==> src/rtl/seg7_display_arbiter.sv <==
// Round-robin arbiter that lends one seven-segment display to N_REQ requesters.
// Each owner keeps the display for at least DWELL cycles, and a BLANK-cycle dark gap separates owners.
module seg7_display_arbiter #(
  parameter int N_REQ   = 4,
  parameter int W_DIGIT = 8,
  parameter int DWELL   = 27_000_000,
  parameter int BLANK   = 2_700_000,
  localparam int OW     = $clog2(N_REQ),
  localparam int WW     = W_DIGIT * 4,
  localparam int DCW    = (DWELL > 1) ? $clog2(DWELL) : 1,
  localparam int BCW    = (BLANK > 1) ? $clog2(BLANK) : 1
) (
  input  logic                       clock,
  input  logic                       reset,
  input  logic [N_REQ-1:0]           req,
  input  logic [N_REQ*WW-1:0]        number_in,
  input  logic [N_REQ*W_DIGIT-1:0]   dots_in,
  output logic [N_REQ-1:0]           gnt,
  output logic [OW-1:0]              owner,
  output logic                       owner_valid,
  output logic [WW-1:0]              number,
  output logic [W_DIGIT-1:0]         dots
);

  typedef enum logic [1:0] {ST_IDLE, ST_GRANT, ST_BLANK} state_t;

  state_t           state, nxt_state;
  logic [OW-1:0]    ptr, nxt_ptr, nxt_owner, win;
  logic [DCW-1:0]   dwell_cnt, nxt_dwell;
  logic [BCW-1:0]   blank_cnt, nxt_blank;
  logic             win_found, others, dwell_done;

  // Search starts one past the last owner, so the last owner is considered last.
  always_comb begin
    win_found = 1'b0;
    win       = '0;
    for (int k = 1; k <= N_REQ; k++) begin
      if (!win_found && req[(int'(ptr) + k) % N_REQ]) begin
        win_found = 1'b1;
        win       = OW'((int'(ptr) + k) % N_REQ);
      end
    end
  end

  assign others     = |(req & ~(N_REQ'(1) << owner));
  assign dwell_done = (dwell_cnt == DCW'(DWELL - 1));

  always_comb begin
    nxt_state = state;
    nxt_ptr   = ptr;
    nxt_owner = owner;
    nxt_dwell = dwell_cnt;
    nxt_blank = blank_cnt;
    unique case (state)
      ST_IDLE: begin
        if (win_found) begin
          nxt_state = ST_GRANT;
          nxt_owner = win;
          nxt_ptr   = win;
          nxt_dwell = '0;
        end
      end
      ST_GRANT: begin
        // A dropped request wins over dwell expiry; both lead to the same blank.
        if (!req[owner] || (dwell_done && others)) begin
          nxt_state = ST_BLANK;
          nxt_blank = '0;
        end else if (!dwell_done) begin
          nxt_dwell = dwell_cnt + 1'b1;
        end
      end
      ST_BLANK: begin
        if (blank_cnt == BCW'(BLANK - 1)) begin
          if (win_found) begin
            nxt_state = ST_GRANT;
            nxt_owner = win;
            nxt_ptr   = win;
            nxt_dwell = '0;
          end else begin
            nxt_state = ST_IDLE;
          end
        end else begin
          nxt_blank = blank_cnt + 1'b1;
        end
      end
      default: nxt_state = ST_IDLE;
    endcase
    if (nxt_state != ST_GRANT) nxt_owner = '0;
  end

  always_ff @(posedge clock or negedge reset) begin
    if (!reset) begin
      state     <= ST_IDLE;
      ptr       <= OW'(N_REQ - 1);
      dwell_cnt <= '0;
      blank_cnt <= '0;
    end else begin
      state     <= nxt_state;
      ptr       <= nxt_ptr;
      dwell_cnt <= nxt_dwell;
      blank_cnt <= nxt_blank;
    end
  end

  // Outputs are registered from the next state, so a new owner's word shows on the grant edge.
  always_ff @(posedge clock or negedge reset) begin
    if (!reset) begin
      gnt         <= '0;
      owner       <= '0;
      owner_valid <= 1'b0;
      number      <= '0;
      dots        <= '0;
    end else if (nxt_state == ST_GRANT) begin
      gnt         <= N_REQ'(1) << nxt_owner;
      owner       <= nxt_owner;
      owner_valid <= 1'b1;
      number      <= number_in[int'(nxt_owner)*WW +: WW];
      dots        <= dots_in[int'(nxt_owner)*W_DIGIT +: W_DIGIT];
    end else begin
      gnt         <= '0;
      owner       <= '0;
      owner_valid <= 1'b0;
      number      <= '0;
      dots        <= '0;
    end
  end

endmodule

==> config.mk <==
export PLATFORM = sky130hd
export DESIGN_NAME = seg7_display_arbiter
export DESIGN_NICKNAME = d
export VERILOG_FILES = /design/src/rtl/seg7_display_arbiter.sv
export SDC_FILE = /design/constraint.sdc
export NUM_CORES = 1
export LEC_CHECK = 0
export BUFFER_PORTS_ARGS = -buffer_cell sky130_fd_sc_hd__clkbuf_2
export CAP_MARGIN = 10
export CORE_MARGIN = 5
export CORE_UTILIZATION = 50
export CTS_BUF_LIST = sky130_fd_sc_hd__clkbuf_8
export DETAILED_ROUTE_END_ITERATION = 16
export GPL_TIMING_DRIVEN = 0
export PLACE_DENSITY = 0.82
export SLEW_MARGIN = 10
export SYNTH_ARGS = -nofsm -noshare
export SYNTH_HDL_FRONTEND = slang
export SYNTH_SLANG_ARGS = --single-unit
==> constraint.sdc <==
create_clock -name clock -period 3.8 [get_ports clock]
set_input_delay 0 -clock clock [delete_from_list [all_inputs] [get_ports clock]]
set_output_delay 0 -clock clock [all_outputs]
set_load 0.05 [all_outputs]
==> out/metrics.yaml <==
run_status:
  outcome: "complete, no violations"
yosys:
  ys_types: 56
  synth_ff_type: "dfrtp_1"
  synth_seq_cells: 98
  synthTopCellsByArea: "dfrtp_1 (46%), mux2i_1 (8.1%), a221o_1 (7.7%)"
  ys_seq_area_share_pct: 47.49
  synth.largest_area_cell: "dfrtp_1"
  syn_area_per_cell_um2: 10.24
  syn_inst: 505
  synth_edf_count: 0
  netlist_area_mm2: 0.005169
  synth_nets: 673
  synth_top_area_share_pct: 46.48
  yosys_warnings: 0
  synthArstFlopShare_pct: 100.0
power:
  vdd_ir_drop_max_v: 0.0005460
  p_leak_nw: 3.653
  power.total_mw: 5.339
  powerDensity_mw_per_mm2: 717.4
global_routing:
  grt_remaining_overflow: 0
  grt_pass1_vias: 5821
  grt_max_degree: 99
  grt_util_all_layers_pct: 30.19
  grt_pass1_wl_um: 29860
  antenna_found_initial: 0
final_layout:
  drive_above_1_share_pct: 32.06
  syn_to_final_growth_pct: 43.98
  fin_util_pct: 73.07
  final_cell_area_mm2: 0.007442
  final_common_cell: "clkbuf_2"
  final_cell_mix: "clkbuf_2 (216), dfrtp_1 (96), nor2_1 (83)"
  nNetsFinal: 977
sta:
  period_needed_ns: 3.636
  relSlewSlack_pct: 42.06
  finalSetupViolations: 0
  period_share_pct: 95.68
  tns_ns: 0
  max_freq_mhz: 275.0
  hold_ws_ns: 0.1320
  slew_viol_final: 0
  worst_pin_slew_ns: 0.8612
  rsz0062_at_grt: "false"
  skew_ns: 0.01909
  finalHoldViolations: 0
drt:
  via_per_inst: 5.769
  wl_per_cell_um: 19.75
  drt-pass1-iter-count: 6
  initialDrtViolationCount: 327
  routed_wl_um: 18780
  vias: 5486
  drtAntennaViolNets: 0
  drc: 0
floorplanning:
  die_h_um: 111.7
  core_area_mm2: 0.01018
  io_pins: 213
  die-area_mm2: 0.01247
  initial_utilization_pct: 50.75
  rows: 37
  die_w_um: 111.7
setup_path:
  r2r_cells: 11
  startpoint_type: "register"
  critPathRequiredTime_ns: 4.07
  r2r_slack_ns: 0.16
  reg2reg_to: "number[14]"
  critPathArrivalTime_ns: 3.90
  r2r-start: "blank_cnt[0]"
  critPathKind: "register to register"
  critPathMaxFanout: 10
  critical_path.endpoint_type: "register"
worst_hold_path:
  worstHoldStart: "req[0]"
  hp-class: "input port to register"
  hold-path-cell-count: 4
  hold_path_end: "ptr[1]"
clock_network:
  cts_buffer_depth: 2
  cts-htree-levels: 3
  cts_buffers: 9
  cts_tree: "done"
  clkTransAtPathRegs_ns: 0.09
  clock_latency_ns: 0.38
  post_cts_buffers: 0
  root_buffer: "clkbuf_8"
  clock_sink_count: 98
placed_design:
  io_buffers: 212
  dpl_cell_area_mm2: 0.006409
  dp_hpwl_um: 12170
  gp_congestion: 0.9625
run:
  maxCapViolations: 0
worst max path at each step:
stage	slack, ns	end	depth (start not counted)	start
6_report	0.16	number[14]	11	blank_cnt[0]
5_1_grt	0.008	dots[4]	13	blank_cnt[0]
4_1_cts	0.18	number[18]	13	blank_cnt[0]
3_5_place_dp	0.73	number[18]	12	blank_cnt[0]
3_3_place_gp	0.78	dots[4]	12	blank_cnt[0]
2_1_floorplan	1.09	dots[1]	12	blank_cnt[0]
synth_stat cells, drive strengths merged, types with 2 or more instances:
master   count
dfrtp       96
nor2        84
mux2i       42
a221o       40
nand2       23
o21ai       22
xor2        20
a21oi       19
nand3       18
buf         16
or3         15
nand4       14
clkbuf      11
and3        10
xnor2        8
nand2b       5
nor4b        5
o211ai       5
inv          4
nor2b        4
nor3         4
and4         3
o21a         3
or2          3
a31o         2
and2         2
dfstp        2
ha           2
nor3b        2
nor4         2
o2bb2ai      2
kinds of logic after synthesis:
family / Yosys count / synth area share, %
fa+ha+maj: 2 / 0.4841
xor+xnor: 28 / 4.745
mux: 44 / 8.787
compound gates: 102 / 15.30
flops: 98 / 47.49
buf+inv: 31 / 3.558
simple gates: 200 / 19.63
routing by layer:
metal  wire length, µm  track usage (%)  vias up
met2              9669            52.04      281
li1                  -                -     2472
met5                 0                0        -
met3              1397            6.739       87
met4              1169            19.30        0
met1              6544            33.54     2646
layout make-up:
class,count,area [µm²]
Fill cell,677,2743
Multi-Input combinational cell,376,2534
Sequential cell,98,2455
Timing Repair Buffer,293,1881
Buffer,27,188.9
Tap cell,136,170.2
Clock buffer,10,137.6
Clock inverter,6,58.81
Inverter,4,15.01
Antenna cell,1,2.502
state kept, by name (all words and copies together) (netlist names):
signal,flops
blank_cnt,22
dots,8
dwell_cnt,25
gnt,4
number,32
owner,2
owner_valid,1
ptr,2
state,2
timing repair:
item | CTS | global route
endpoints found under the setup margin | 0 | 31
resized for setup | 0 | 16
hold buffers | 81 | 0
hold endpoints to repair | 136 | 0
where the power goes:
group | switching, mW | internal (mW)
combinational | 1.88 | 1.34
clock | 0.369 | 0.318
sequential | 0.127 | 1.30
total | 2.38 | 2.96
critical path, cell delays in order, from the launching register on:
cell and delay [ns]:
dfrtp_1 0.41, ha_1 0.22, nand4_2 0.15, or3_1 0.40, buf_2 0.16, o211ai_1 0.22
o211ai_2 0.14, o21ai_1 0.39, clkbuf_1 0.46, nor2_1 0.14, a221o_1 0.29, dlygate4sd3_1 0.55
stage by stage:
stage               instances  setup slack (ns)
finish                    951            0.1641
floorplan                 505             1.094
detailed placement        853            0.7306
CTS                       950            0.1775
global placement          853            0.7807
global route              950          0.007854
Note: power is estimated with default switching activity, not from simulation.
